`src/rtl/mp3_mem_arbiter_pkg.sv`:
```
// lc3b_types: shared types for the mp3 memory hierarchy.
//   lc3b_word        16-bit word / byte address
//   lc3b_l1_line     128-bit L1 cache line
//   arb_state_t      memory arbiter grant state
//   LINE_OFFSET_BITS byte-offset width inside one line
//   line_align()     clears the byte offset of an address
package lc3b_types;

    typedef logic [15:0]  lc3b_word;
    typedef logic [127:0] lc3b_l1_line;

    typedef enum logic [1:0] {
        IDLE,
        SERVE_I,
        SERVE_D
    } arb_state_t;

    localparam int unsigned LINE_OFFSET_BITS = 4;

    function automatic lc3b_word line_align(input lc3b_word addr);
        lc3b_word aligned;
        aligned = addr;
        aligned[LINE_OFFSET_BITS-1:0] = '0;
        return aligned;
    endfunction

endpackage

```
`src/rtl/mp3_mem_arbiter_arb_pick.sv`:
```
// arb_pick: combinational winner selection between the I-cache and the
// D-cache request lines.
//   i_req_i / i_req_d   pending requests
//   i_last_grant_d      1 if the previous grant went to D (round-robin build only)
//   o_grant_i/o_grant_d one-hot (or zero) grant
// Build option: MP3_ARB_ROUND_ROBIN_EN selects round-robin on collisions;
// otherwise D always beats I.
module arb_pick (
    input  logic i_req_i,
    input  logic i_req_d,
`ifdef MP3_ARB_ROUND_ROBIN_EN
    input  logic i_last_grant_d,
`endif
    output logic o_grant_i,
    output logic o_grant_d
);

    always_comb begin
        o_grant_i = 1'b0;
        o_grant_d = 1'b0;
`ifdef MP3_ARB_ROUND_ROBIN_EN
        if (i_req_i && i_req_d) begin
            // collision: the side not served last time wins
            o_grant_d = ~i_last_grant_d;
            o_grant_i = i_last_grant_d;
        end else begin
            o_grant_d = i_req_d;
            o_grant_i = i_req_i;
        end
`else
        o_grant_d = i_req_d;
        o_grant_i = i_req_i & ~i_req_d;
`endif
    end

endmodule

```
`src/rtl/mp3_mem_arbiter.sv`:
```
// mp3_mem_arbiter: merges L1 I-cache (read-only) and L1 D-cache (read/write)
// line traffic onto the single physical-memory port, one transaction at a time.
//   clk, rst                       clock, async active-high reset
//   icache_read/address            I-cache fill request
//   icache_rdata/resp              fill data / completion
//   dcache_read/write/address/wdata D-cache fill or writeback request
//   dcache_rdata/resp              fill data / completion
//   pmem_read/write/address/wdata  registered memory command
//   pmem_rdata/resp                memory return
// Build option: MP3_ARB_ROUND_ROBIN_EN (round-robin on simultaneous requests;
// default is fixed D-over-I priority).
module mp3_mem_arbiter
    import lc3b_types::*;
(
    input  logic         clk,
    input  logic         rst,
    input  logic         icache_read,
    input  logic [15:0]  icache_address,
    output logic [127:0] icache_rdata,
    output logic         icache_resp,
    input  logic         dcache_read,
    input  logic         dcache_write,
    input  logic [15:0]  dcache_address,
    input  logic [127:0] dcache_wdata,
    output logic [127:0] dcache_rdata,
    output logic         dcache_resp,
    output logic         pmem_read,
    output logic         pmem_write,
    output logic [15:0]  pmem_address,
    output logic [127:0] pmem_wdata,
    input  logic [127:0] pmem_rdata,
    input  logic         pmem_resp
);

    arb_state_t  r_state;
    arb_state_t  w_next_state;
    logic        r_read;
    logic        r_write;
    lc3b_word    r_addr;
    lc3b_l1_line r_wdata;
    logic        w_grant_i;
    logic        w_grant_d;

`ifdef MP3_ARB_ROUND_ROBIN_EN
    logic        r_last_grant_d;

    always_ff @(posedge clk or posedge rst) begin
        if (rst) begin
            r_last_grant_d <= 1'b0;
        end else if (r_state == IDLE) begin
            if (w_grant_d)      r_last_grant_d <= 1'b1;
            else if (w_grant_i) r_last_grant_d <= 1'b0;
        end
    end
`endif

    arb_pick u_pick (
        .i_req_i        (icache_read),
        .i_req_d        (dcache_read | dcache_write),
`ifdef MP3_ARB_ROUND_ROBIN_EN
        .i_last_grant_d (r_last_grant_d),
`endif
        .o_grant_i      (w_grant_i),
        .o_grant_d      (w_grant_d)
    );

    // state register
    always_ff @(posedge clk or posedge rst) begin
        if (rst) r_state <= IDLE;
        else     r_state <= w_next_state;
    end

    // next-state logic
    always_comb begin
        w_next_state = r_state;
        unique case (r_state)
            IDLE: begin
                if (w_grant_d)      w_next_state = SERVE_D;
                else if (w_grant_i) w_next_state = SERVE_I;
            end
            SERVE_I, SERVE_D: begin
                if (pmem_resp) w_next_state = IDLE;
            end
            default: w_next_state = IDLE;
        endcase
    end

    // Command/address latches: loaded on grant, command cleared with the
    // response so pmem_read/pmem_write are pure flop outputs.
    always_ff @(posedge clk or posedge rst) begin
        if (rst) begin
            r_read  <= 1'b0;
            r_write <= 1'b0;
            r_addr  <= '0;
            r_wdata <= '0;
        end else if (r_state == IDLE) begin
            if (w_grant_d) begin
                r_read  <= dcache_read;
                r_write <= dcache_write;
                r_addr  <= line_align(dcache_address);
                r_wdata <= dcache_wdata;
            end else if (w_grant_i) begin
                r_read  <= 1'b1;
                r_write <= 1'b0;
                r_addr  <= line_align(icache_address);
                r_wdata <= '0;
            end
        end else if (pmem_resp) begin
            r_read  <= 1'b0;
            r_write <= 1'b0;
        end
    end

    // outputs
    always_comb begin
        pmem_read    = r_read;
        pmem_write   = r_write;
        pmem_address = r_addr;
        pmem_wdata   = r_wdata;
        icache_rdata = pmem_rdata;
        dcache_rdata = pmem_rdata;
        icache_resp  = (r_state == SERVE_I) & pmem_resp;
        dcache_resp  = (r_state == SERVE_D) & pmem_resp;
    end

endmodule

```
`config.mk`:
```
export PLATFORM = sky130hd
export DESIGN_NAME = mp3_mem_arbiter
export DESIGN_NICKNAME = d
export VERILOG_FILES = /design/src/rtl/mp3_mem_arbiter_pkg.sv /design/src/rtl/mp3_mem_arbiter_arb_pick.sv /design/src/rtl/mp3_mem_arbiter.sv
export SDC_FILE = /design/constraint.sdc
export NUM_CORES = 1
export LEC_CHECK = 0
export BUFFER_PORTS_ARGS = -buffer_cell sky130_fd_sc_hd__buf_2
export CAP_MARGIN = 20
export CORE_AREA = 4 4 271 273
export DETAILED_ROUTE_END_ITERATION = 8
export DIE_AREA = 0 0 275 277
export GPL_TIMING_DRIVEN = 0
export PLACE_DENSITY = 0.4
export SYNTH_ARGS = -nofsm -noshare
export SYNTH_HDL_FRONTEND = slang
export SYNTH_SLANG_ARGS = --single-unit
```
`constraint.sdc`:
```
create_clock -name clk -period 12.59 [get_ports clk]
set_clock_uncertainty 0.1 [all_clocks]
set_input_delay 3.1475 -clock clk [delete_from_list [all_inputs] [get_ports clk]]
set_output_delay 3.1475 -clock clk [all_outputs]
set_load 0.01 [all_outputs]
```
* After elaboration in Yosys (flattened, before gate mapping) *
Index checks and enable logic that the tools add are counted.

cells by class
  bitwise operators = 5
  equal/unequal tests = 4
  multiplexer cells = 15
  reduce and logical (&&, ||, !) cells = 7

operators with widths
  operator              number
  $mux W128             2
  $mux W16              2
  $mux W1               7
  $mux W2               3
  $reduce_and A2 Y1     3
  $pmux W2 S2           1
  $reduce_bool A2 Y1    2
  $and A1 B1 Y1         3
  $ne A3 B1 Y1 const B  1
  $eq A2 B1 Y1 const B  1
  $eq A2 B2 Y1 const B  1
  $logic_not A2 Y1      1
  $ne A2 B2 Y1 const B  1
  $reduce_or A2 Y1      1
  $not A1 Y1            1
  $or A1 B1 Y1          1

word-level totals
  input port bits = 294
  logic and storage cells = 36
  register bits = 148

* Depth between registers and ports, before layout *
Gate-level depths: netlist (run 1).

  depth after elaboration = 6
  depth in mapped cells = 8

* By module *
Synthesis (run 1) repeated with hierarchy kept, for this count alone.

unflattened totals
  cells, all modules = 632
  area, all modules = 7337.0 µm²

modules (own cells, without submodules)
  module           area each (µm²)  sequential area each (µm²)  instances  cells an instance
  mp3_mem_arbiter  7315.8           3603.5                      1          630
  arb_pick         21.3             0.0                         1          2

* Least setup slack after synthesis (run 1) *
Ideal clock, no wire load.

  kind = input port to output port
  start point = input pmem_resp
  end point = output dcache_resp
  slack = 6049 ps
  arrival = 3294 ps
  data required time = 9342 ps
  buffers on the path = 0
  cell stages on the path = 1
  path through = and2_1

between the ends
  cells in the longest elaborated chain, start to end = 1

RTL lines
  item           line                    RTL
  from (decl)    mp3_mem_arbiter.sv:32   input logic pmem_resp
  $and A1 B1 Y1  mp3_mem_arbiter.sv:123  dcache_resp = (r_state == SERVE_D) & pmem_resp;
  to (decl)      mp3_mem_arbiter.sv:26   output logic dcache_resp,

No other way between the ends.

* Final worst setup path (run 1) *
Same ends and word-level chain as after synthesis.

==> impl_metrics.json, run 1 <==
{
  "synth_edf_count": 0,
  "tightest_slew_ns": 0.676,
  "seq_area_um2": 3600,
  "stdcell_count": 2172,
  "postCtsSetupBuffers": 0,
  "die_h_um": 277,
  "path_max_fanout": 5,
  "ir_worst_vdd_mv": 0.106,
  "die-area_um2": 76200,
  "avgSynthCellArea_um2": 11.5,
  "grt_pass1_vias": 6916,
  "ys_top_cells_by_area": "dfrtp_1 50%, buf_4 27%, a22o_1 15%",
  "synth-main-ff-cell": "dfrtp_1",
  "yosysMostFrequentCell": "buf_4",
  "crit_start": "pmem_resp",
  "h-tree-depth": 4,
  "critPathLaunchType": "primary input",
  "synth_seq_cells": 144,
  "power.density_nw_per_um2": 208,
  "ant_nets": 0,
  "fill_cells": 8051,
  "cts.path.max_buffers": 2,
  "cts_tree": "yes",
  "syn_inst": 628,
  "setup_viol_count_final": 0,
  "yosys-top-cells-count": "260 x buf_4, 144 x dfrtp_1, 128 x a22o_1, 24 x buf_2, 15 x nand2_1",
  "synthArstFlopShare_pct": 100,
  "synth_area_leader_cell": "dfrtp_1",
  "reg2reg_depth": 7,
  "globalRouteMet1Util_pct": 9.55,
  "place_congestion": 0.725,
  "placedCellCount": 2139,
  "dpl-instance-area_um2": 11300,
  "post_cts_resize_count": 0,
  "grt_max_degree": 86,
  "via_per_inst": 3.04,
  "fp.coreArea_um2": 71100,
  "hold_viol_final": 0,
  "fin_tns_setup_ns": 0,
  "r2r_setup_slack_ns": 10.32,
  "dr.pass1.iters": 4,
  "gr-usage-met3_pct": 3.12,
  "initial_core_util_pct": 10.2,
  "gr-usage-met2_pct": 16.3,
  "synth_top_area_share_pct": 49.8,
  "min_to": "pmem_address[5]$_DFFE_PP0P_",
  "slew_viol_final": 0,
  "place_hpwl_um": 30000,
  "hold_path.startpoint": "pmem_address[5]$_DFFE_PP0P_",
  "status": "completed",
  "r2r_start": "r_state[1]$_DFFE_PP0P_",
  "first_iter_violations": 155,
  "finalInstanceArea_um2": 11800,
  "max_slew_margin_pct": 54.9,
  "io_pins": 698,
  "cts.clk_slew.worst_paths_ns": 0.06,
  "path_class": "in2out",
  "hold_buffers": 0,
  "multi_input_area_um2": 1530,
  "ys_seq_area_share_pct": 49.8,
  "rr_endpoint": "pmem_wdata[54]$_DFFE_PP0P_",
  "core.rowCount": 98,
  "drc": 0,
  "max_clock_freq_ghz": 0.147,
  "hp-class": "reg2reg",
  "yosysUniqueCellTypes": 22,
  "grt_antenna_before_repair": 10,
  "wl_um": 35700,
  "wl_per_cell_um": 16.4,
  "die_w_um": 275,
  "p_leak_nw": 6.39,
  "vias": 6605,
  "worstSkewPairLatency_ns": 0.44,
  "period_share_pct": 53.9,
  "cts.sinks": 144,
  "post-route-min-period_ns": 6.79,
  "cp.arrival_ns": 3.54,
  "crit_path_end_kind": "output port",
  "syn_area_um2": 7240,
  "hold_depth": 2,
  "finalPower_mw": 2.47,
  "grt_pass1_wl_um": 48600,
  "port_buffers": 557,
  "fin_nets": 1505,
  "cp.required_ns": 9.34,
  "rsz0062_at_grt": "no",
  "yosysWarningCount": 0,
  "cts-root-buf": "clkbuf_16",
  "grt.total_usage_pct": 8.90,
  "cap_violations": 0,
  "numCtsBuffers": 17,
  "grt_overflow": 0,
  "area_growth_pct": 63.7,
  "timing.hold.ws_ns": 0.381,
  "layout-drive-gt1-share_pct": 71.7,
  "gr-max-usage-layer": "met2"
}
## cells in the final DEF, fill, tap and decap left out, types with 2 or more instances in the layout
cell type   Yosys  layout
inv_1           3       2
clkinvlp_4      0       3
buf_4         260     260
buf_2          24     581
o21ai_1        10      10
o21ai_0         3       3
and2_1          2       2
a21oi_1         4       4
inv_8           0       2
mux2i_1        12      12
clkinv_4        0       3
conb_1          1       4
a22o_1        128     128
clkbuf_1        8       9
ha_1            3       3
nor2_1          2       2
inv_6           0       4
bufinv_16       0       2
nand2b_1        2       2
diode_2         0       2
clkbuf_16       0      17
dfrtp_1       144     144
nor2b_1         2       2
nand2_1        15      15
## through the flow
step                utilization, %  setup slack, ns
floorplan                        -             5.48
global placement              15.8             3.21
detailed placement            15.8             5.80
CTS                           16.7             5.80
global route                  16.7             5.78
finish                        16.7             5.80
## logic make-up (layout without fill, tap and decap cells)
family | count (synthesis) | count (layout) | share of synthesized area [%]
buf+inv | 295 | 884 | 29.2
compound gates | 148 | 148 | 17.2
flops | 144 | 144 | 49.8
simple gates | 25 | 25 | 1.59
mux | 12 | 12 | 1.66
fa+ha+maj | 3 | 3 | 0.519
other cells | 1 | 6 | 0.0518
## worst max-delay path by stage
| stage | endpoint | slack (ns) | cells past startpoint |
|---|---|---|---|
| after floorplan | pmem_address[10]$_DFFE_PP0P_ | 5.48 | 1 |
| after global placement | pmem_wdata[74]$_DFFE_PP0P_ | 3.21 | 2 |
| after detailed placement | icache_resp | 5.80 | 3 |
| after CTS | icache_resp | 5.80 | 3 |
| after global routing | dcache_resp | 5.78 | 3 |
| final | dcache_resp | 5.80 | 3 |
## state kept, by name, summed over array words and instances, names as in the netlist
| register | count |
|---|---|
| pmem_address | 12 |
| pmem_read | 1 |
| pmem_wdata | 128 |
| pmem_write | 1 |
| r_state | 2 |
## where the power goes
| part | switching (mW) | internal [mW] |
|---|---|---|
| combinational | 0.641 | 0.481 |
| sequential | 0.126 | 0.686 |
| clock | 0.236 | 0.295 |
| total | 1.00 | 1.46 |
## layout make-up
| type | count | area share (%) |
|---|---|---|
| Clock inverter | 13 | 1.31 |
| Buffer | 292 | 17.7 |
| Inverter | 3 | 0.158 |
| Timing Repair Buffer | 558 | 23.8 |
| Antenna cell | 2 | 0.0422 |
| Sequential cell | 144 | 30.4 |
| Multi-Input combinational cell | 192 | 12.9 |
| Tap cell | 950 | 10.0 |
| Clock buffer | 18 | 3.62 |
## worst max-delay path: stages
cell	delay (ns)
buf_2	0.12
and2_1	0.13
buf_2	0.14
## routing by layer
metal	routed length, um	vias to the layer above
li1	-	3068
met2	18400	394
met5	83	-
met4	726	12
met3	3570	40
met1	12900	3091
(Power assumes the default switching activity.)
==> inputs of run 2 (changes only) <==
--- a/config.mk
+++ b/config.mk
@@ -5,13 +5,14 @@
 export SDC_FILE = /design/constraint.sdc
 export NUM_CORES = 1
 export LEC_CHECK = 0
+export ABC_AREA = 1
 export BUFFER_PORTS_ARGS = -buffer_cell sky130_fd_sc_hd__buf_2
 export CAP_MARGIN = 20
-export CORE_AREA = 4 4 271 273
+export CORE_AREA = 4 4 266 268
 export DETAILED_ROUTE_END_ITERATION = 8
-export DIE_AREA = 0 0 275 277
+export DIE_AREA = 0 0 270 272
 export GPL_TIMING_DRIVEN = 0
-export PLACE_DENSITY = 0.4
+export PLACE_DENSITY = 0.42
 export SYNTH_ARGS = -nofsm -noshare
 export SYNTH_HDL_FRONTEND = slang
 export SYNTH_SLANG_ARGS = --single-unit
==> constraint.sdc (replaced) <==
create_clock -name clk -period 7 [get_ports clk]
set_clock_uncertainty 0.1 [all_clocks]
set_input_delay 1.75 -clock clk [delete_from_list [all_inputs] [get_ports clk]]
set_output_delay 1.75 -clock clk [all_outputs]
set_load 0.01 [all_outputs]
==> impl_metrics.json, run 2 <==
{
  "status": "completed",
  "max_clock_freq_ghz": 0.254,
  "grt_pass1_vias": 8599,
  "postCtsSetupBuffers": 0,
  "synth_fa_ha_area_share_pct": 0.476,
  "pre_cts_ws_ns": 3.06,
  "power.density_nw_per_um2": 348,
  "cts.path.max_buffers": 2,
  "hp-class": "reg2reg",
  "cp.arrival_ns": 2.09,
  "syn_inst": 946,
  "cts.sinks": 144,
  "io_pins": 698,
  "ys_top_cells_by_area": "dfrtp_1 46%, buf_4 26%, nand2_1 16%",
  "die_h_um": 272,
  "syn_area_um2": 7880,
  "synth_top_area_share_pct": 45.7,
  "timing.hold.ws_ns": 0.374,
  "synthArstFlopShare_pct": 100,
  "post_cts_resize_count": 0,
  "setup_slack_ns": 3.06,
  "yosys-top-cells-count": "335 x nand2_1, 273 x buf_4, 144 x dfrtp_1, 141 x nand3_1, 26 x buf_2",
  "die-area_um2": 73400,
  "synth_top_family_by_area": "buffers and inverters",
  "ant_nets": 0,
  "cts.clk_slew.worst_paths_ns": 0.06,
  "place_hpwl_um": 29600,
  "max_slew_margin_pct": 56.5,
  "core.rowCount": 96,
  "ir_worst_vdd_mv": 0.149,
  "h-tree-depth": 4,
  "cts_tree": "yes",
  "synth-main-ff-cell": "dfrtp_1",
  "die_w_um": 270,
  "synth-simple-area-share_pct": 25.3,
  "avgSynthCellArea_um2": 8.33,
  "path_max_fanout": 4,
  "seq_area_um2": 3600,
  "period_share_pct": 56.2,
  "finish.utilization_pct": 18.1,
  "area_growth_pct": 56.9,
  "via_per_inst": 3.28,
  "slew_viol_final": 0,
  "multi_input_area_um2": 2040,
  "wl_per_cell_um": 15.0,
  "crit_path_end_kind": "output port",
  "grt_antenna_before_repair": 9,
  "first_iter_violations": 279,
  "yosysWarningCount": 0,
  "grt.total_usage_pct": 9.74,
  "setup_viol_count_final": 0,
  "hold_viol_final": 0,
  "hold_buffers": 0,
  "fin_nets": 1823,
  "cts-root-buf": "clkbuf_16",
  "yosysUniqueCellTypes": 14,
  "layout-drive-gt1-share_pct": 58.2,
  "grt_pass1_wl_um": 53500,
  "drc": 0,
  "tightest_slew_ns": 0.652,
  "muxShareOfSynthArea_pct": 0,
  "fill_cells": 7765,
  "fp.coreArea_um2": 68300,
  "place_congestion": 0.837,
  "rsz0062_at_grt": "no",
  "final_common_cell": "buf_2",
  "worstSkewPairLatency_ns": 0.46,
  "wl_um": 36400,
  "critPathLaunchType": "primary input",
  "cp_slowest_cell": "buf_2",
  "synth_compound_area_share_pct": 0,
  "cp.required_ns": 5.15,
  "largest_reg_flops": 128,
  "synth_seq_cells": 144,
  "cap_violations": 0,
  "port_buffers": 557,
  "vias": 7945,
  "synth_area_leader_cell": "dfrtp_1",
  "stdcell_count": 2423,
  "ys_seq_area_share_pct": 45.7,
  "numCtsBuffers": 17,
  "finalInstanceArea_um2": 12400,
  "placedCellCount": 2389,
  "crit_chain": "buf_2 > nand2_1 > inv_1 > buf_2",
  "synth_edf_count": 0,
  "slowest_delay_ns": 0.13,
  "dpl-instance-area_um2": 11800,
  "final_cell_mix": "583 x buf_2, 335 x nand2_1, 273 x buf_4",
  "dr.pass1.iters": 4,
  "grt_overflow": 0,
  "yosysMostFrequentCell": "nand2_1",
  "synth-xor-area-share_pct": 0,
  "grt_max_degree": 86,
  "crit_top_cell": "buf_2",
  "p_leak_nw": 7.23,
  "post-route-min-period_ns": 3.94,
  "initial_core_util_pct": 11.5,
  "path_class": "in2out"
}
## run 2: changes by cell type after synthesis, sizes merged, moves of 4 or more
| cell | previous run | this run |
|---|---|---|
| a21oi | 4 | 0 |
| a22o | 128 | 0 |
| buf | 284 | 299 |
| inv | 3 | 10 |
| mux2i | 12 | 0 |
| nand2 | 15 | 337 |
| nand3 | 0 | 141 |
| o21ai | 13 | 0 |
## run 2: critical path, delay by kind of cell
family	cells	cell delay [ns]
AND/OR/NAND/NOR	1	0.05
buffers and inverters	3	0.28
## run 2: layer usage
metal  GRT usage (%)  vias to the layer above  share of wire, %
met5               0                        -              0.15
met4            3.71                        8               2.6
met3            4.36                       43               9.7
met2            17.0                      365                50
met1            10.4                     3666                38
li1                -                     3863                 -
## run 2: cell type report
class                      instances  share of cell area, %
tap                              882                   8.92
timing repair buffer             558                   22.8
antenna                            2                 0.0405
multi-input combinational        488                   16.5
clock buffer                      18                   3.55
buffer                           307                   17.9
sequential                       144                   29.1
inverter                          10                  0.364
clock inverter                    14                  0.850
## run 2: logic make-up (layout without fill, tap and decap cells)
kind of cell | count (synthesis) | in the layout
other cells | 1 | 6
fa+ha+maj | 3 | 3
simple gates | 481 | 481
buf+inv | 317 | 907
flops | 144 | 144
## run 2: final timing paths
kind	start	end	slack, ns	depth (start not counted)
max	pmem_resp	icache_resp	3.06	4
max in group asynchronous	rst	pmem_wdata[62]$_DFFE_PP0P_	4.78	3
min in group asynchronous	rst	pmem_wdata[13]$_DFFE_PP0P_	1.18	2
max reg2reg	r_state[0]$_DFFE_PP0P_	pmem_wdata[105]$_DFFE_PP0P_	4.69	7
min reg2reg	pmem_write$_DFFE_PP0P_	pmem_write$_DFFE_PP0P_	0.37	2
min	pmem_write$_DFFE_PP0P_	pmem_write$_DFFE_PP0P_	0.37	2
## run 2: through the flow
stage	power (mW)	TNS [ns]
after floorplan	2.49	0
after global placement	3.49	-172.45
after detailed placement	3.51	0
after CTS	4.46	0
after global routing	4.70	0
final	4.31	0
## run 2: power breakdown
| group | switching [mW] | internal [mW] | leakage [nW] |
|---|---|---|---|
| Sequential | 0.238 | 1.24 | 1.81 |
| Clock | 0.435 | 0.466 | 0.268 |
| Combinational | 1.19 | 0.740 | 5.15 |
==> inputs of run 3 (changes only) <==
--- a/config.mk
+++ b/config.mk
@@ -5,14 +5,14 @@
 export SDC_FILE = /design/constraint.sdc
 export NUM_CORES = 1
 export LEC_CHECK = 0
-export ABC_AREA = 1
+export ABC_AREA = 0
 export BUFFER_PORTS_ARGS = -buffer_cell sky130_fd_sc_hd__buf_2
 export CAP_MARGIN = 20
 export CORE_AREA = 4 4 266 268
 export DETAILED_ROUTE_END_ITERATION = 8
 export DIE_AREA = 0 0 270 272
 export GPL_TIMING_DRIVEN = 0
-export PLACE_DENSITY = 0.42
+export PLACE_DENSITY = 0.41
 export SYNTH_ARGS = -nofsm -noshare
 export SYNTH_HDL_FRONTEND = slang
 export SYNTH_SLANG_ARGS = --single-unit
==> constraint.sdc (replaced) <==
create_clock -name clk -period 3.7 [get_ports clk]
set_clock_uncertainty 0.1 [all_clocks]
set_input_delay 0.925 -clock clk [delete_from_list [all_inputs] [get_ports clk]]
set_output_delay 0.925 -clock clk [all_outputs]
set_load 0.01 [all_outputs]
==> impl_metrics.json, run 3 (synthesis results as in run 1) <==
{
  "status": "completed",
  "die-area_um2": 73400,
  "slowest_delay_ns": 0.38,
  "crit_path_end_kind": "output port",
  "fp.coreArea_um2": 68300,
  "multi_input_area_um2": 1530,
  "path_class": "reg2out",
  "post_cts_resize_count": 0,
  "postCtsSetupBuffers": 0,
  "cp.arrival_ns": 1.38,
  "path_buf_inv": 2,
  "period_share_pct": 65.1,
  "final_cell_mix": "581 x buf_2, 260 x buf_4, 144 x dfrtp_1",
  "seq_area_um2": 3600,
  "area_growth_pct": 63.5,
  "dr.pass1.iters": 4,
  "largest_reg_flops": 128,
  "cts_tree": "yes",
  "io_pins": 698,
  "vias": 6651,
  "grt_overflow": 0,
  "grt_antenna_before_repair": 14,
  "tightest_slew_ns": 0.707,
  "max_slew_margin_pct": 52.9,
  "path_max_fanout": 3,
  "max_clock_freq_ghz": 0.415,
  "finish.utilization_pct": 17.3,
  "wl_um": 36400,
  "first_iter_violations": 231,
  "numCtsBuffers": 17,
  "slew_viol_final": 0,
  "crit_chain": "inv_1 > ha_1 > and2_1 > buf_2",
  "grt.total_usage_pct": 9.52,
  "fill_cells": 7696,
  "grt_pass1_wl_um": 50000,
  "p_leak_nw": 6.43,
  "globalRouteMet1Util_pct": 9.36,
  "grt_max_degree": 39,
  "setup_viol_count_final": 0,
  "fin_nets": 1508,
  "power.density_nw_per_um2": 714,
  "cap_violations": 0,
  "worstSkewPairLatency_ns": 0.45,
  "place_congestion": 0.849,
  "via_per_inst": 3.16,
  "gr-usage-met3_pct": 4.16,
  "hold_buffers": 0,
  "cts.clk_slew.worst_paths_ns": 0.06,
  "cp.required_ns": 2.67,
  "drc": 0,
  "die_h_um": 272,
  "path_delay_family": "flip-flops",
  "timing.hold.ws_ns": 0.391,
  "ant_nets": 0,
  "hp-class": "reg2reg",
  "cts-root-buf": "clkbuf_16",
  "hold_viol_final": 0,
  "rsz0062_at_grt": "no",
  "cts.path.max_buffers": 2,
  "cts.sinks": 144,
  "gr-usage-met2_pct": 17.4,
  "final_common_cell": "buf_2",
  "post-route-min-period_ns": 2.41,
  "critPathLaunchType": "flop",
  "grt_pass1_vias": 6989,
  "port_buffers": 557,
  "wl_per_cell_um": 17.3,
  "die_w_um": 270,
  "initial_core_util_pct": 10.6,
  "h-tree-depth": 4,
  "ir_worst_vdd_mv": 0.401,
  "core.rowCount": 96,
  "cp_slowest_cell": "dfrtp_1",
  "gr-max-usage-layer": "met2",
  "layout-drive-gt1-share_pct": 71.8,
  "place_hpwl_um": 30900
}
## run 3: path summary, 6_finish.rpt
check,from,end,slack (ns),cells after the start
worst max register to register,r_state[0]$_DFFE_PP0P_,pmem_wdata[54]$_DFFE_PP0P_,1.36,7
worst min register to register,pmem_address[11]$_DFFE_PP0P_,pmem_address[11]$_DFFE_PP0P_,0.39,2
worst max-delay path,r_state[0]$_DFFE_PP0P_,dcache_resp,1.29,4
worst min-delay path,pmem_address[11]$_DFFE_PP0P_,pmem_address[11]$_DFFE_PP0P_,0.39,2
max in group asynchronous,rst,pmem_wdata[4]$_DFFE_PP0P_,2.28,4
min in group asynchronous,rst,pmem_wdata[43]$_DFFE_PP0P_,0.40,2
## run 3: area by class of cell
type / count / share of cell area, %
Antenna cell: 2 / 0.0423
Multi-Input combinational cell: 192 / 12.9
Inverter: 3 / 0.127
Buffer: 292 / 17.8
Clock inverter: 12 / 1.34
Sequential cell: 144 / 30.5
Tap cell: 882 / 9.33
Clock buffer: 19 / 3.74
Timing Repair Buffer: 561 / 24.2
## run 3: power breakdown
part | internal (mW) | switching (mW) | total [mW] | leakage, nW
sequential | 2.33 | 0.437 | 2.77 | 1.79
clock | 1.08 | 0.749 | 1.83 | 0.290
combinational | 1.64 | 2.21 | 3.85 | 4.35
## run 3: worst min-delay path, stage by stage, from the launching register on
cell,delay [ns]
dfrtp_1,0.34
nand2_1,0.05
o21ai_1,0.06
## run 3: through the flow
stage / setup WS, ns / cells / setup TNS [ns] / cell area, um^2 / power, mW
finish: 1.29 / 2107 / 0 / 11800 / 8.45
global route: 1.13 / 2107 / 0 / 11800 / 9.05
CTS: 1.21 / 2105 / 0 / 11800 / 8.72
detailed placement: 0.705 / 2074 / 0 / 11200 / 6.78
global placement: -0.333 / 2070 / -42.80 / 11100 / 6.76
floorplan: 0.870 / 631 / 0 / 7250 / 4.79
## run 3: metal layers
metal / wire length, um / up-vias
met5: 123 / -
met4: 1050 / 18
met3: 3510 / 51
met2: 19200 / 409
met1: 12600 / 3099
li1: - / 3074
